**config.mk**
```make
export PLATFORM = sky130hd
export DESIGN_NAME = bp_fe_bht_gshare
export DESIGN_NICKNAME = d
export VERILOG_FILES = /design/src/rtl/bp_fe_bht_gshare.sv
export SDC_FILE = /design/constraint.sdc
export NUM_CORES = 2
export LEC_CHECK = 0
export CAP_MARGIN = 20
export CORE_MARGIN = 5
export CORE_UTILIZATION = 40
export CTS_CLUSTER_SIZE = 10
export DETAILED_ROUTE_END_ITERATION = 10
export PLACE_DENSITY_LB_ADDON = 0.05
export SLEW_MARGIN = 25
export SYNTH_ARGS = -nofsm -noshare
export SYNTH_HDL_FRONTEND = slang
export SYNTH_SLANG_ARGS = --single-unit
```
**constraint.sdc**
```tcl
create_clock -name clk_i -period 27.1 [get_ports clk_i]
set_input_delay 4.065 -clock clk_i [delete_from_list [all_inputs] [get_ports clk_i]]
set_output_delay 4.065 -clock clk_i [all_outputs]
set_load 0.02 [all_outputs]
```
**src/rtl/bp_fe_bht_gshare.sv**
```systemverilog
// ---------------------------------------------------------------------------------------------
// bp_fe_bht_gshare
//
// Gshare branch history table for the front end. An array of ctr_width_p-bit saturating
// counters is indexed by the PC index XOR a speculative global history register (GHR).
// After reset an init sweep writes every entry to weakly not-taken; only then are reads,
// trains and GHR updates accepted.
//
// Predictions are registered (1-cycle latency) and come out together with the GHR value that
// formed the index. That checkpoint is later handed back for training (ghist_w_i) or for GHR
// repair on a mispredict (restore_ghist_i).
//
// Optional build macro:
//   BP_FE_BHT_BYPASS_EN - when defined, a read and a train that hit the same hashed entry in
//                         the same cycle return the post-update counter MSB. When undefined the
//                         read returns the pre-update value and no forwarding logic exists.
//
// Ports:
//   clk_i            clock
//   reset_i          synchronous, active-high reset; restarts the init sweep, clears the GHR
//   init_done_o      high once the init sweep is complete
//   r_v_i, idx_r_i   read request and PC index
//   predict_v_o      prediction valid, 1 cycle after an accepted read
//   predict_o        predicted taken (counter MSB)
//   ghist_o          GHR used for the read (checkpoint), aligned with predict_o
//   spec_v_i         shift spec_taken_i into the GHR
//   spec_taken_i     speculative direction
//   w_v_i            train request
//   idx_w_i          train PC index
//   ghist_w_i        checkpoint GHR captured at prediction time
//   taken_i          resolved direction
//   restore_v_i      mispredict: repair the GHR (wins over spec_v_i)
//   restore_ghist_i  checkpoint of the mispredicted branch
//   restore_taken_i  resolved direction of that branch
// ---------------------------------------------------------------------------------------------

module bp_fe_bht_gshare #(
  parameter int unsigned bht_idx_width_p = 9,
  parameter int unsigned ghist_width_p   = 8,
  parameter int unsigned ctr_width_p     = 2
) (
  input  logic                       clk_i,
  input  logic                       reset_i,

  output logic                       init_done_o,

  input  logic                       r_v_i,
  input  logic [bht_idx_width_p-1:0] idx_r_i,
  output logic                       predict_v_o,
  output logic                       predict_o,
  output logic [ghist_width_p-1:0]   ghist_o,

  input  logic                       spec_v_i,
  input  logic                       spec_taken_i,

  input  logic                       w_v_i,
  input  logic [bht_idx_width_p-1:0] idx_w_i,
  input  logic [ghist_width_p-1:0]   ghist_w_i,
  input  logic                       taken_i,

  input  logic                       restore_v_i,
  input  logic [ghist_width_p-1:0]   restore_ghist_i,
  input  logic                       restore_taken_i
);

  localparam int unsigned els_lp = 1 << bht_idx_width_p;

  // Weakly not-taken: MSB clear, all lower bits set.
  localparam logic [ctr_width_p-1:0] init_val_lp = ctr_width_p'((1 << (ctr_width_p - 1)) - 1);
  localparam logic [ctr_width_p-1:0] ctr_max_lp  = {ctr_width_p{1'b1}};
  localparam logic [ctr_width_p-1:0] ctr_min_lp  = '0;

  typedef enum logic [0:0] {
    StInit,
    StReady
  } state_e;

  // -------------------------------------------------------------------------------------------
  // State
  // -------------------------------------------------------------------------------------------
  state_e                     state_q;
  logic [bht_idx_width_p-1:0] sweep_ptr_q;
  logic [ghist_width_p-1:0]   ghr_q;
  logic [ghist_width_p-1:0]   ghr_d;
  logic                       predict_v_q;
  logic                       predict_q;
  logic [ghist_width_p-1:0]   ghist_q;

  logic [ctr_width_p-1:0]     mem_q [els_lp];

  logic ready;
  assign ready       = (state_q == StReady);
  assign init_done_o = ready;

  // Requests only count once the sweep is done and outside reset.
  logic rd_fire;
  logic wr_fire;
  logic spec_fire;
  logic restore_fire;

  assign rd_fire      = ready & r_v_i   & ~reset_i;
  assign wr_fire      = ready & w_v_i   & ~reset_i;
  assign spec_fire    = ready & spec_v_i;
  assign restore_fire = ready & restore_v_i;

  // -------------------------------------------------------------------------------------------
  // Index hashing (GHR zero-extended to the index width)
  // -------------------------------------------------------------------------------------------
  logic [bht_idx_width_p-1:0] ghr_ext;
  logic [bht_idx_width_p-1:0] ghist_w_ext;
  logic [bht_idx_width_p-1:0] rd_idx;
  logic [bht_idx_width_p-1:0] wr_idx;

  assign ghr_ext     = bht_idx_width_p'(ghr_q);
  assign ghist_w_ext = bht_idx_width_p'(ghist_w_i);
  assign rd_idx      = idx_r_i ^ ghr_ext;
  assign wr_idx      = idx_w_i ^ ghist_w_ext;

  // -------------------------------------------------------------------------------------------
  // Training: saturating counter update
  // -------------------------------------------------------------------------------------------
  logic [ctr_width_p-1:0] ctr_w_old;
  logic [ctr_width_p-1:0] ctr_w_new;

  assign ctr_w_old = mem_q[wr_idx];

  always_comb begin
    ctr_w_new = ctr_w_old;
    if (taken_i) begin
      if (ctr_w_old != ctr_max_lp) begin
        ctr_w_new = ctr_w_old + ctr_width_p'(1);
      end
    end else begin
      if (ctr_w_old != ctr_min_lp) begin
        ctr_w_new = ctr_w_old - ctr_width_p'(1);
      end
    end
  end

  // -------------------------------------------------------------------------------------------
  // Single write port shared by the init sweep and training
  // -------------------------------------------------------------------------------------------
  logic                       mem_we;
  logic [bht_idx_width_p-1:0] mem_waddr;
  logic [ctr_width_p-1:0]     mem_wdata;

  always_comb begin
    mem_we    = 1'b0;
    mem_waddr = sweep_ptr_q;
    mem_wdata = init_val_lp;
    if (!reset_i) begin
      if (state_q == StInit) begin
        mem_we = 1'b1;
      end else if (wr_fire) begin
        mem_we    = 1'b1;
        mem_waddr = wr_idx;
        mem_wdata = ctr_w_new;
      end
    end
  end

  // Counter array carries no reset; the init sweep gives it a defined value.
  always_ff @(posedge clk_i) begin
    if (mem_we) begin
      mem_q[mem_waddr] <= mem_wdata;
    end
  end

  // -------------------------------------------------------------------------------------------
  // Read path
  // -------------------------------------------------------------------------------------------
  logic [ctr_width_p-1:0] rd_ctr;
  logic                   rd_taken;

  assign rd_ctr = mem_q[rd_idx];

`ifdef BP_FE_BHT_BYPASS_EN
  // Forward the counter being written this cycle when both ports hit the same entry.
  always_comb begin
    rd_taken = rd_ctr[ctr_width_p-1];
    if (wr_fire && (wr_idx == rd_idx)) begin
      rd_taken = ctr_w_new[ctr_width_p-1];
    end
  end
`else
  // Read-before-write: a same-cycle train is seen by reads issued from the next cycle on.
  assign rd_taken = rd_ctr[ctr_width_p-1];
`endif

  // -------------------------------------------------------------------------------------------
  // GHR next state: restore beats speculative shift
  // -------------------------------------------------------------------------------------------
  logic [ghist_width_p-1:0] ghr_restore;
  logic [ghist_width_p-1:0] ghr_spec;

  if (ghist_width_p == 1) begin : g_ghr_one
    assign ghr_restore = restore_taken_i;
    assign ghr_spec    = spec_taken_i;
  end else begin : g_ghr_multi
    assign ghr_restore = {restore_ghist_i[ghist_width_p-2:0], restore_taken_i};
    assign ghr_spec    = {ghr_q[ghist_width_p-2:0], spec_taken_i};
  end

  always_comb begin
    ghr_d = ghr_q;
    if (restore_fire) begin
      ghr_d = ghr_restore;
    end else if (spec_fire) begin
      ghr_d = ghr_spec;
    end
  end

  // -------------------------------------------------------------------------------------------
  // FSM, GHR and registered outputs
  // -------------------------------------------------------------------------------------------
  always_ff @(posedge clk_i) begin
    if (reset_i) begin
      state_q     <= StInit;
      sweep_ptr_q <= '0;
      ghr_q       <= '0;
      predict_v_q <= 1'b0;
      predict_q   <= 1'b0;
      ghist_q     <= '0;
    end else begin
      unique case (state_q)
        StInit: begin
          sweep_ptr_q <= sweep_ptr_q + bht_idx_width_p'(1);
          if (sweep_ptr_q == {bht_idx_width_p{1'b1}}) begin
            state_q <= StReady;
          end
        end
        StReady: begin
          state_q <= StReady;
        end
        default: begin
          state_q <= StInit;
        end
      endcase

      ghr_q       <= ghr_d;
      predict_v_q <= rd_fire;
      if (rd_fire) begin
        predict_q <= rd_taken;
        ghist_q   <= ghr_q;
      end
    end
  end

  assign predict_v_o = predict_v_q;
  assign predict_o   = predict_q;
  assign ghist_o     = ghist_q;

endmodule

```
* After elaboration in Yosys (flattened, before gate mapping)
Memories as Yosys holds them, arrays and structs flattened. A register that Yosys moved wholly into a read port is not among the register bits. Index checks and enable logic that the tools add are counted.
Storage, ports and cells: input port bits 43, output and inout bits 11, memory bits (writable) 1024, memories 1, word-level logic and storage cells 41, bits in registers 27
Cells by class: add/sub/neg operators 3, multiplexer cells 18, equal/unequal tests 2, bitwise logic cells 10, reduce and logical (&&, ||, !) cells 2
Memories:
- mem_q | words 512, bits a word 2, rd ports 2, clocked after memory_dff 1, wr ports 1, RTL line 89 | logic [ctr_width_p-1:0] mem_q [els_lp];
Operator list (count):
- $mux 9 | 3
- $xor 9x8->9 | 2
- $mux 8 | 2
- $mux 2 | 6
- $add 9x1->9 const B | 1
- $eq 9x9->1 const B | 1
- $and 1x1->1 | 6
- $mux 1 | 6
- $reduce_bool 2->1 | 2
- $add 2x1->2 const B | 1
- $ne 2x2->1 const B | 1
- $not 1->1 | 2
- $pmux 1 s2 | 1
- $sub 2x1->2 const B | 1

* Longest topological paths before layout
An unclocked memory read counts as a cell.
word-level depth 8, mapped depth 14, mapped depth without buffers 10

* Worst setup path after synthesis
Ideal clock, no wire load.
path kind input to register, start input port ghist_w_i[3], end memory mem_q[0][1] (data pin), data required time 24.160 ns, stages on the path 12, data arrival time 19.838 ns, setup slack 4.322 ns, setup time 2.940 ns, buffers on the path 3, cells stage by stage xor2_1 -> buf_2 -> buf_1 -> nand3_1 -> clkbuf_1 -> o22ai_1 -> nor4_1 -> o22ai_1 -> a2111oi_1 -> a211o_1 -> nand2_1 -> a21oi_1
On the way: cells in the longest elaborated chain, start to end 8, elaborated cells between the ends (all ways) 12, those cells by class add/sub: 2; eq/ne: 1; mux: 6; bitwise: 1; reduce/logical: 1; memory: 1
RTL lines:
- from (decl) | RTL line 58 | input logic [ghist_width_p-1:0] ghist_w_i,
- $xor 9x8->9 * | RTL line 117 | assign wr_idx = idx_w_i ^ ghist_w_ext;
- $mem_v2 512x2 *
- $sub 2x1->2 (tied with other cells) | RTL line 135 | ctr_w_new = ctr_w_old - ctr_width_p'(1);
- $mux 2, on equally long branches | RTL line 134, 130
- $mux 2 * | RTL line 129 | if (taken_i) begin
- $mux 2 * | RTL line 154 | end else if (wr_fire) begin
- $mux 2 * | RTL line 152 | if (state_q == StInit) begin
- $mux 2 * | RTL line 151 | if (!reset_i) begin
- named net mem_wdata[1] | RTL line 145 | logic [ctr_width_p-1:0] mem_wdata;
- to (decl) | RTL line 89
The timed path passes the listed nets; every way through them passes the cells marked *.

* Worst setup path in the final report
start input port ghist_w_i[1], end memory mem_q[312][1] (data pin)
Same word-level chain as after synthesis.

==> impl_results.md <==
* Top Ports at 54
* Total power at 3.49 mW
* Wire per inst at 32.3 microns
* DIE WIDTH at 353 microns
* Critical path destination: mem_q[312][1]$_DFFE_PP_
* Root Buffer: clkbuf_16
* Kind of end point of the critical path: flip-flop
* Core Region at 117000 sq um
* Slowest library cell on the worst path: a2111oi_1
* Gates resized, CTS repair at 0
* Hold/Removal Path Class: reg -> reg
* DRC Markers at 0
* Stages on worst setup path at 15
* GRT Total Usage at 22.7%
* Total setup buffers inserted after CTS at 0
* R2R cell count at 12
* Core Rows at around 130
* Layout cells sized above 1 at 22.6%
* Cell family with most CP delay: buffers and inverters
* Slew of the pin with the lowest slew margin at 1.06 ns
* Final Setup Violations at 0
* 1st-pass router iterations at 5
* Total congestion overflow at 0
* IO buf count at 52
* Final Wtd Congestion at 0.802
* Post-route cell area at approximately 53000 sq um
* Largest area contributor in the netlist: edfxtp_1
* Critical R2R Capture: predict_o$_SDFFE_PP0P_
* Yosys reg bits at 1052
* Critical Path AT at 11.20 ns
* Via count at roughly 27000
* Vias in the first global route at 28333
* P_leak at between 15 and 20 nW
* DIE HEIGHT at 353 microns
* Die Area at 125000 sq um
* First-pass GRT wire length at 205 mm
* R2R Setup Slk at ~22 ns
* Top cell type's share of synthesized area at 65.4%
* Crit-path most repeated cell: buf_4
* Yosys warnings at 0
* CP cell instances: clkdlybuf4s50_1, xor2_4, buf_4, buf_4, buf_4, mux4_2, o22ai_1, nor4_1, o22ai_1, a2111oi_1, a211o_1, o21ai_1, a21oi_4, buf_6, buf_6
* Post-Syn Area at 47100 sq um
* Initial antenna violation count at 4
* CTS tree: yes
* Final worst path period need at between 10 and 15 ns
* Sequential area share after synthesis at 66.5%
* Total CTS buffers at 120
* Vias per std cell at 6.12
* RSZ-0062 raised after global routing: no
* Setup_tns at 0 ns
* Worst-Skew Late Latency at 0.72 ns
* Final clock skew at 0.0315 ns
* Avg Cell Area, Syn at 16.8 sq um
* Maxcap violations at 0
* FFs w/ async S/R, synth at 0%
* Area growth syn-to-layout at 12.2%
* Max-slew violation count at 0
* Gate Count Post-Synth at 2796
* Pin count of the biggest net entering global routing at 277
* Placed wire-length estimate at approximately 80 mm
* Post-synth top flop: edfxtp_1
* Slowest cell delay on critical path at 0.89 ns
* Worst EP required at 27.48 ns
* Final hold viol count at 0
* Placed cell area at 49300 sq um
* Hold_buf cts at 0
* Critical Path Start: ghist_w_i[1]
* Crit path launch type: primary input
* Initial core utilization at between 40% and 50%
* Number of diodes at 0
* Critical setup path kind: in -> reg
* Synthesized net count at 2841
* Slew HR at 27.8%
* Pwr Density at 66.1 nW/um^2
* VDD IR max at between 50 and 60 uV
* Largest cells by area after synthesis: edfxtp_1 65%, mux4_2 20%, nor2_1 4.6%
* Initial DRC count at 2595
* Antenna viol nets, final at 0
* Layout net count at 2872
* Number of library cell types mapped by synthesis at 57
* Status: complete, no violations
* Clk sinks at roughly 1100
* R2R Path Start: ghr_q[0]$_SDFFE_PP0P_
* Clk buf depth at 3
* Post-synth EDFFs at 1024
* Routed wire length at 143 mm
* CP Max Fanout at 123
* Final Cycle Share at approximately 40%
* Htree depth at 3
* Max Clk Rate at 92.4 MHz
* WP buf/inv at 6
* Clock-pin slew of the registers on the worst-case setup and hold paths at 0.06 ns
-- layer usage --
| metal | part of all wire [%] | vias up | GRT usage [%] |
|---|---|---|---|
| met5 | 0 | - | 0 |
| met4 | 2.2 | 0 | 4.98 |
| met3 | 6.6 | 200 | 3.67 |
| met2 | 47 | 1018 | 36.7 |
| met1 | 44 | 14553 | 32.9 |
| li1 | - | 11213 | - |
-- Yosys cell counts (all sizes together), types with 2 or more instances --
cell type  number
edfxtp       1024
nor2          581
mux4          408
nand2         158
clkbuf        133
buf            79
o22ai          52
nand3          36
mux2i          30
o21ai          29
dfxtp          28
a21oi          25
a22oi          22
xor2           19
nor4           16
a31oi          15
xnor2          15
a221oi         14
nor3           13
nand2b         11
a211oi          9
a22o            6
a32oi           6
nand4           6
o211ai          6
a311oi          5
nand3b          5
a41oi           4
inv             4
a31o            3
and3            3
nor2b           3
o22a            3
o31ai           3
or3             3
a2111oi         2
and2            2
ha              2
o21a            2
o221ai          2
-- logic make-up after synthesis --
family	count (synthesis)	synth area share, %
compound gates	215	3.13
xor+xnor	34	0.665
simple gates	838	7.10
mux	439	20.2
fa+ha+maj	2	0.0532
flops	1052	66.5
buf+inv	216	2.32
-- metrics by stage --
| step | util [%] | hold slack (ns) | worst slack, ns | instances |
|---|---|---|---|---|
| final | 45.3 | 0.480 | 16.28 | 4412 |
| after global routing | 45.3 | 0.506 | 16.04 | 4412 |
| after CTS | 45.2 | 0.481 | 16.06 | 4406 |
| after detailed placement | 42.3 | 0.471 | 15.33 | 4223 |
| after global placement | 42.3 | 0.466 | 14.80 | 4223 |
| after floorplan | - | 0.476 | 4.32 | 2796 |
-- registers in the layout, indices dropped and copies added, names as in the netlist --
signal	count
predict_o	1
init_done_o	1
predict_v_o	1
sweep_ptr_q	9
ghr_q	8
mem_q	1024
ghist_o	8
-- cells in the final DEF, fill, tap and decap left out, types with 30 or more instances in the layout --
| cell | n |
|---|---|
| clkbuf_16 | 126 |
| nor2_1 | 580 |
| mux4_2 | 408 |
| mux2i_1 | 30 |
| buf_4 | 53 |
| clkbuf_1 | 42 |
| nand2_1 | 142 |
| o22ai_1 | 52 |
| nand3_1 | 35 |
| edfxtp_1 | 1024 |
| clkdlybuf4s50_1 | 52 |
-- worst min-delay path, stage by stage, from the launching register on --
cell and delay (ns):
dfxtp_1 0.31, nand2b_1 0.06, o21ai_0 0.06
-- worst min path at each step --
stage / endpoint / start / cells past startpoint
2_1_floorplan: ghist_o[0]$_SDFFE_PP0P_ / ghr_q[0]$_SDFFE_PP0P_ / 2
3_3_place_gp: ghist_o[3]$_SDFFE_PP0P_ / ghist_o[3]$_SDFFE_PP0P_ / 2
3_5_place_dp: ghist_o[4]$_SDFFE_PP0P_ / ghist_o[4]$_SDFFE_PP0P_ / 2
4_1_cts: ghist_o[4]$_SDFFE_PP0P_ / ghist_o[4]$_SDFFE_PP0P_ / 2
5_1_grt: predict_o$_SDFFE_PP0P_ / predict_o$_SDFFE_PP0P_ / 2
6_report: ghist_o[4]$_SDFFE_PP0P_ / ghist_o[4]$_SDFFE_PP0P_ / 2
-- report_power, final --
| group | total (mW) | switching (mW) | internal (mW) |
|---|---|---|---|
| logic | 0.268 | 0.170 | 0.0972 |
| registers | 1.76 | 0.000733 | 1.76 |
| clock network | 1.46 | 0.624 | 0.837 |
| total | 3.49 | 0.795 | 2.69 |
-- layout make-up --
cell class | count | area [sq um]
Inverter | 4 | 15.0
Sequential cell | 1052 | 31300
Timing Repair Buffer | 121 | 1230
Clock inverter | 13 | 66.3
Clock buffer | 170 | 3340
Multi-Input combinational cell | 1528 | 14900
Fill cell | 10021 | 63700
Tap cell | 1524 | 1910
No activity file was read; power rests on OpenSTA's default activity.
